<file path="src/rtl/imm_ext_pkg.sv">
// Shared definitions for the immediate-extension datapath: mode encoding and
// the width of the mode field.
package imm_ext_pkg;

  localparam int IMM_MODE_W = 2;

  typedef enum logic [IMM_MODE_W-1:0] {
    IMM_SEXT      = 2'd0,
    IMM_ZEXT      = 2'd1,
    IMM_UPPER     = 2'd2,
    IMM_SEXT_SHL2 = 2'd3
  } imm_mode_e;

endpackage

</file>
<file path="src/rtl/imm_ext_core.sv">
// Purely combinational immediate extender, shared by the decode stage and the
// branch unit. IN_W must lie in 2..OUT_W-2.
module imm_ext_core
  import imm_ext_pkg::*;
#(
  parameter int IN_W  = 10,
  parameter int OUT_W = 32
) (
  input  logic [IN_W-1:0]       imm_i,
  input  logic [IMM_MODE_W-1:0] mode_i,
  output logic [OUT_W-1:0]      ext_o
);

  localparam int FILL_W = OUT_W - IN_W;

  logic [OUT_W-1:0] sext_s;

  assign sext_s = {{FILL_W{imm_i[IN_W-1]}}, imm_i};

  // Mode select; the shifted form drops the top two sign bits (branch offset).
  always_comb begin
    ext_o = {OUT_W{1'b0}};
    case (imm_mode_e'(mode_i))
      IMM_SEXT:      ext_o = sext_s;
      IMM_ZEXT:      ext_o = {{FILL_W{1'b0}}, imm_i};
      IMM_UPPER:     ext_o = {imm_i, {FILL_W{1'b0}}};
      IMM_SEXT_SHL2: ext_o = {sext_s[OUT_W-3:0], 2'b00};
      default:       ext_o = sext_s;
    endcase
  end

endmodule

</file>
<file path="src/rtl/imm_extend_stage.sv">
// Pipelined immediate-extension stage: extends on the input side and stores
// only result+tag in a main register backed by a one-entry skid register.
module imm_extend_stage
  import imm_ext_pkg::*;
#(
  parameter int IN_W  = 10,
  parameter int OUT_W = 32,
  parameter int TAG_W = 5
) (
  input  logic                  clk,
  input  logic                  rst_n,
  input  logic                  in_valid,
  output logic                  in_ready,
  input  logic [IN_W-1:0]       in_imm,
  input  logic [IMM_MODE_W-1:0] in_mode,
  input  logic [TAG_W-1:0]      in_tag,
  output logic                  out_valid,
  input  logic                  out_ready,
  output logic [OUT_W-1:0]      out_data,
  output logic [TAG_W-1:0]      out_tag
);

  logic [OUT_W-1:0] ext_s;
  logic             accept_s;
  logic             pop_s;

  logic             main_valid_q, main_valid_d;
  logic [OUT_W-1:0] main_data_q,  main_data_d;
  logic [TAG_W-1:0] main_tag_q,   main_tag_d;
  logic             skid_valid_q, skid_valid_d;
  logic [OUT_W-1:0] skid_data_q,  skid_data_d;
  logic [TAG_W-1:0] skid_tag_q,   skid_tag_d;

  imm_ext_core #(
    .IN_W  (IN_W),
    .OUT_W (OUT_W)
  ) u_core (
    .imm_i  (in_imm),
    .mode_i (in_mode),
    .ext_o  (ext_s)
  );

  // in_ready depends only on stored state, never on out_ready.
  assign in_ready  = ~skid_valid_q;
  assign accept_s  = in_valid & in_ready;
  assign pop_s     = main_valid_q & out_ready;

  assign out_valid = main_valid_q;
  assign out_data  = main_data_q;
  assign out_tag   = main_tag_q;

  // Next-state for main/skid; a skid drain excludes an accept since in_ready is low.
  always_comb begin
    main_valid_d = main_valid_q;
    main_data_d  = main_data_q;
    main_tag_d   = main_tag_q;
    skid_valid_d = skid_valid_q;
    skid_data_d  = skid_data_q;
    skid_tag_d   = skid_tag_q;
    if (pop_s && skid_valid_q) begin
      main_valid_d = 1'b1;
      main_data_d  = skid_data_q;
      main_tag_d   = skid_tag_q;
      skid_valid_d = 1'b0;
    end else if (accept_s && (!main_valid_q || pop_s)) begin
      main_valid_d = 1'b1;
      main_data_d  = ext_s;
      main_tag_d   = in_tag;
    end else if (accept_s) begin
      skid_valid_d = 1'b1;
      skid_data_d  = ext_s;
      skid_tag_d   = in_tag;
    end else if (pop_s) begin
      main_valid_d = 1'b0;
    end else begin
      main_valid_d = main_valid_q;
    end
  end

  // State registers; reset discards both entries asynchronously.
  always_ff @(posedge clk or negedge rst_n) begin
    if (!rst_n) begin
      main_valid_q <= 1'b0;
      main_data_q  <= {OUT_W{1'b0}};
      main_tag_q   <= {TAG_W{1'b0}};
      skid_valid_q <= 1'b0;
      skid_data_q  <= {OUT_W{1'b0}};
      skid_tag_q   <= {TAG_W{1'b0}};
    end else begin
      main_valid_q <= main_valid_d;
      main_data_q  <= main_data_d;
      main_tag_q   <= main_tag_d;
      skid_valid_q <= skid_valid_d;
      skid_data_q  <= skid_data_d;
      skid_tag_q   <= skid_tag_d;
    end
  end

endmodule

</file>
<file path="config.mk">
export PLATFORM = sky130hd
export DESIGN_NAME = imm_extend_stage
export DESIGN_NICKNAME = d
export VERILOG_FILES = /design/src/rtl/imm_ext_pkg.sv /design/src/rtl/imm_ext_core.sv /design/src/rtl/imm_extend_stage.sv
export SDC_FILE = /design/constraint.sdc
export NUM_CORES = 1
export LEC_CHECK = 0
export CELL_PAD_IN_SITES_DETAIL_PLACEMENT = 1
export CELL_PAD_IN_SITES_GLOBAL_PLACEMENT = 2
export CORE_ASPECT_RATIO = 1.4
export CORE_MARGIN = 1.5
export CORE_UTILIZATION = 25
export CTS_CLUSTER_DIAMETER = 150
export DETAILED_ROUTE_END_ITERATION = 16
export GPL_TIMING_DRIVEN = 0
export PLACE_DENSITY = 0.64
export SYNTH_ARGS = -nofsm -noshare
export SYNTH_HDL_FRONTEND = slang
export SYNTH_SLANG_ARGS = --single-unit
export TNS_END_PERCENT = 10
</file>
<file path="constraint.sdc">
create_clock -name clk -period 2.4 [get_ports clk]
set_input_delay 0.48 -clock clk [delete_from_list [all_inputs] [get_ports clk]]
set_output_delay 0.48 -clock clk [all_outputs]
set_load 0.02 [all_outputs]
</file>
; ---- After elaboration in Yosys (flattened, before gate mapping)
; Cells that the tools add are included.
[totals]
output_inout_bits = 39
reg_bits = 76
word_cells = 39
[classes]
reduce_logical = 11
n_mux = 12
eq_ne = 5
n_bitwise = 5
[ops]
columns = op, count
row1 = $pmux 32 s4, 1
row2 = $mux 32, 2
row3 = $mux 5, 2
row4 = $mux 1, 7
row5 = $eq 2x2->1 const B, 2
row6 = $reduce_and 2->1, 2
row7 = $reduce_bool 2->1, 2
row8 = $ne 3x1->1 const B, 1
row9 = $not 1->1, 3
row10 = $reduce_and 3->1, 1
row11 = $reduce_bool 3->1, 1
row12 = $and 1x1->1, 2
row13 = $eq 2x1->1 const B, 1
row14 = $logic_and 1x1->1, 2
row15 = $logic_not 2->1, 1
row16 = $ne 2x2->1 const B, 1
row17 = $logic_not 1->1, 1
row18 = $logic_or 1x1->1, 1

; ---- Longest topological paths before layout
[logic_depth]
word_depth = 5
mapped_depth = 5
depth_no_buf = 3

; ---- By module
; A second synthesis with hierarchy kept.
[hier_totals]
cells_unflattened = 320
area_unflattened_um2 = 3783.6
[modules_own_cells]
columns = mod, area_each_um2, seq_area_each_um2, cells_per_inst, instances
row1 = imm_extend_stage, 3380.7, 1901.8, 267, 1
row2 = imm_ext_core, 402.9, 0.0, 53, 1

; ---- Least setup slack after synthesis
; OpenSTA, ideal clock, no wires.
[synth_timing]
kind = register to register
from = reg main_valid_q, in the netlist out_valid
to = reg main_tag_q[0], in the netlist out_tag[0]
slack_ps = 1088
stages_incl_launch_ff = 5
setup_time_ps = 126
required_time_ps = 2274
t_arrival_ps = 1186
n_path_buf = 1
path_cell_list = dfrtp_1 > and3_1 > buf_6 > and2_1 > a221o_1
[synth_between]
elab_chain_cells = 4
elab_cells_between_ends = 7
cone_classes = mux (1) / bitwise (1) / reduce/logical (5)
[synth_rtl]
columns = item, line
row1 = start: declaration, imm_extend_stage.sv:27  ; logic main_valid_q, main_valid_d;
row2 = start signal: assignment, imm_extend_stage.sv:90  ; main_valid_q <= main_valid_d;
row3 = $and 1x1->1 / $logic_not 1->1 (equally long branches), "imm_extend_stage.sv:46, imm_extend_stage.sv:65"
row4 = $logic_or 1x1->1, imm_extend_stage.sv:65  ; end else if (accept_s && (!main_valid_q || pop_s)) begin
row5 = $logic_and 1x1->1, imm_extend_stage.sv:65
row6 = $reduce_bool 2->1 (no line), --
row7 = end signal: assignment, imm_extend_stage.sv:85  ; main_tag_q <= {TAG_W{1'b0}};
row8 = end signal: assignment, imm_extend_stage.sv:92  ; main_tag_q <= main_tag_d;
row9 = end: declaration, imm_extend_stage.sv:29  ; logic [TAG_W-1:0] main_tag_q, main_tag_d;
; Parallel ways exist; a longest one is shown, timed or not.
; A chain may end at the register's enable or synchronous reset.

; ---- Worst setup path in the final report
[layout_timing]
from = reg main_data_q[21], in the netlist out_data[21]
to = out out_data[21]
[layout_rtl]
columns = item, line
row1 = start: declaration, imm_extend_stage.sv:28  ; logic [OUT_W-1:0] main_data_q, main_data_d;
row2 = start signal: assignment, imm_extend_stage.sv:84  ; main_data_q <= {OUT_W{1'b0}};
row3 = start signal: assignment, imm_extend_stage.sv:91  ; main_data_q <= main_data_d;
row4 = end: declaration, imm_extend_stage.sv:19  ; output logic [OUT_W-1:0] out_data,
; No word-level cell between the ends.

==> impl_results.md <==
- Vias in the first global route: 2218
- Crit path time final: 2.10 ns
- Wire per inst: 15.5 µm
- CP Capture Type: output port
- VDD IR max: 0.368 mV
- Worst Setup Start Kind: flip-flop
- Final hold vios: 0
- Netlist cell types: 29
- Crit path kind: reg2out
- Final cell count without fillers: 485
- CP Max Fanout: 12
- Total global-route track usage: 13.2%
- Syn-to-layout area delta: 33.4%
- Final #Nets: 364
- DP Area: 3620 µm²
- Grt met1 use: 17.7%
- Sequential share of the synthesized area: 49.4%
- Largest net degree at the start of global routing: 38
- Initial antenna violation count: 0
- Clk slew on worst S/H paths: 0.07 ns
- Setup TNS: 0 ns
- Post-Syn Nets: 297
- PD cells: 1220 nW/µm²
- CTS tree: done
- Crit share post-route: 87.4%
- Post-synth top area cell: dfrtp_1
- Core area: 10900 µm²
- FILL cells: 1246
- Post-route ant nets: 0
- Total chip power: 4630 µW
- Yosys reg bits: 56
- Min-delay worst type: in2async
- Clock skew: 0.00784 ns
- Starting DRC count in detailed routing: 99
- Area of the multi-input gates: 1150 µm²
- Bufs on Longest Clock Path: 2
- Vias: 2208
- Total CTS buffers: 5
- Top post-synthesis cells by area: dfrtp_1 49%, o221ai_2 11%, nand2_1 7.7%
- Worst Path Arrival: 1.62 ns
- Final WL: 7530 µm
- Final Cell Area: 3780 µm²
- DP HPWL: 5680 µm
- Die width: 93.0 µm
- Die Y: 129 µm
- LEAKAGE: 0.00162 µW
- Max Fclk: 0.477 GHz
- Global-route met2 utilization: 21.6%
- CTS root buf: clkbuf_16
- Residual DRC count: 0
- Ys flop type: dfrtp_1
- Unrepaired setup endpoints after global routing: false
- Port-buffer cells: 59
- Storage cell area: 1400 µm²
- EDFF count, synth: 0
- Slew Viols, Final: 0
- Post-CTS Hold Buffers: 0
- Setup bufs post-CTS: 0
- Share of cells above drive strength 1: 17.7%
- Maxcap violations: 0
- I/O pins: 60
- Post-synth ARST share: 100%
- Routability cong.: 0.685
- Initial Utilization: 25.9%
- Number of clock sinks: 56
- ANT cells: 0
- GRT met3 Usage: 1.77%
- Row cnt: 45
- Post-Syn Instances: 276
- Final setup fails: 0
- Length of the first detailed-routing pass in iterations: 4
- Top-area cell type share of the netlist area: 49.4%
- Worst-margin pin slew: 0.505 ns
- Yosys Warn Count: 0
- Slew headroom: 66.3%
- Placed Instances: 477
- Cell area after synthesis: 2830 µm²
- Vias per cell: 4.55
- Synth Area per Inst: 10.3 µm²
- CTS HTree Levels: 2
- Gr busiest metal: met2
- Commonest cells post-synth: 58 x nand2_1, 56 x dfrtp_1, 24 x o21ai_1
- Status: finished, final reports clean
- GRT overflow: 0
- WP data required: 1.92 ns
- First-pass GRT wire length: 12100 µm
- CTS resizes: 0
- Clock Latency Late Sink: 0.29 ns
- Min Hold Slack: 0.146 ns
- Most common cell in the netlist: nand2_1
- Full die area: 12000 µm²
sequential cells by signal (all words and copies together) (netlist names):
name          count
out_data         22
out_tag           5
out_valid         1
skid_data_q      22
skid_tag_q        5
skid_valid_q      1
placed cells by master, fill, tap and decap left out, types with 3 or more instances in the layout:
cell             count
o21ai_1             24
clkbuf_16            5
buf_6                4
buf_2               10
nand2b_1             3
nor2b_1              7
clkdlybuf4s50_1     58
mux2i_1              9
o21a_1              10
o221ai_2            20
nand2_1             58
a21oi_1              8
buf_4               14
inv_1               23
dfrtp_1             56
a221o_1              7
and2_1               6
cell type report:
type                            count  share of cell area, %
Timing Repair Buffer               60                   16.0
Multi-Input combinational cell    169                   30.4
Buffer                             28                   5.26
Inverter                           23                   2.28
Sequential cell                    56                   37.1
Clock buffer                        6                   3.41
Tap cell                          141                   4.67
Clock inverter                      2                  0.927
worst max-delay path: stages, from the launching register on:
cell and delay (ns):
dfrtp_1 0.56, buf_4 0.17, clkdlybuf4s50_1 0.60
report_power, final:
part	internal, µW	total (µW)	switching [µW]	leakage [µW]
Clock	492	826	334	0.0000808
Combinational	1090	2190	1100	0.000823
Sequential	1360	1610	252	0.000715
Total	2940	4630	1680	0.00162
kinds of logic (layout without fill, tap and decap cells):
kind of cell,count (synthesis),in the layout,share of synthesized area (%)
AO/OA/AOI/OAI,73,73,22.5
buffers and inverters,51,119,10.1
flip-flops,56,56,49.4
multiplexers,9,9,3.18
AND/OR/NAND/NOR,87,87,14.8
metrics by stage:
stage          util [%]  setup slack (ns)
2_1_floorplan         -              1.09
6_report           34.6             0.302
3_3_place_gp       33.0             -1.14
3_5_place_dp       33.1             0.396
4_1_cts            34.6             0.281
5_1_grt            34.6             0.231
path summary, 6_finish.rpt:
kind,startpoint,endpoint,slack [ns],cells after the start
worst max-delay path,out_data[21]$_DFFE_PN0P_,out_data[21],0.30,2
min in group clk,skid_tag_q[1]$_DFFE_PN0P_,skid_tag_q[1]$_DFFE_PN0P_,0.47,2
worst min register to register,skid_tag_q[1]$_DFFE_PN0P_,skid_tag_q[1]$_DFFE_PN0P_,0.47,2
worst max register to register,skid_valid_q$_DFFE_PN0P_,out_tag[4]$_DFFE_PN0P_,1.07,4
worst min-delay path,rst_n,out_data[26]$_DFFE_PN0P_,0.15,1
max in group asynchronous,rst_n,out_data[31]$_DFFE_PN0P_,1.66,2
layer usage:
| layer | vias to the layer above | wire [µm] | part of all wire (%) |
|---|---|---|---|
| met1 | 1107 | 3480 | 46 |
| met5 | - | 0 | 0 |
| met4 | 0 | 112 | 1.5 |
| met3 | 6 | 169 | 2.2 |
| met2 | 31 | 3770 | 50 |
| li1 | 1064 | - | - |
(Power assumes the default switching activity.)
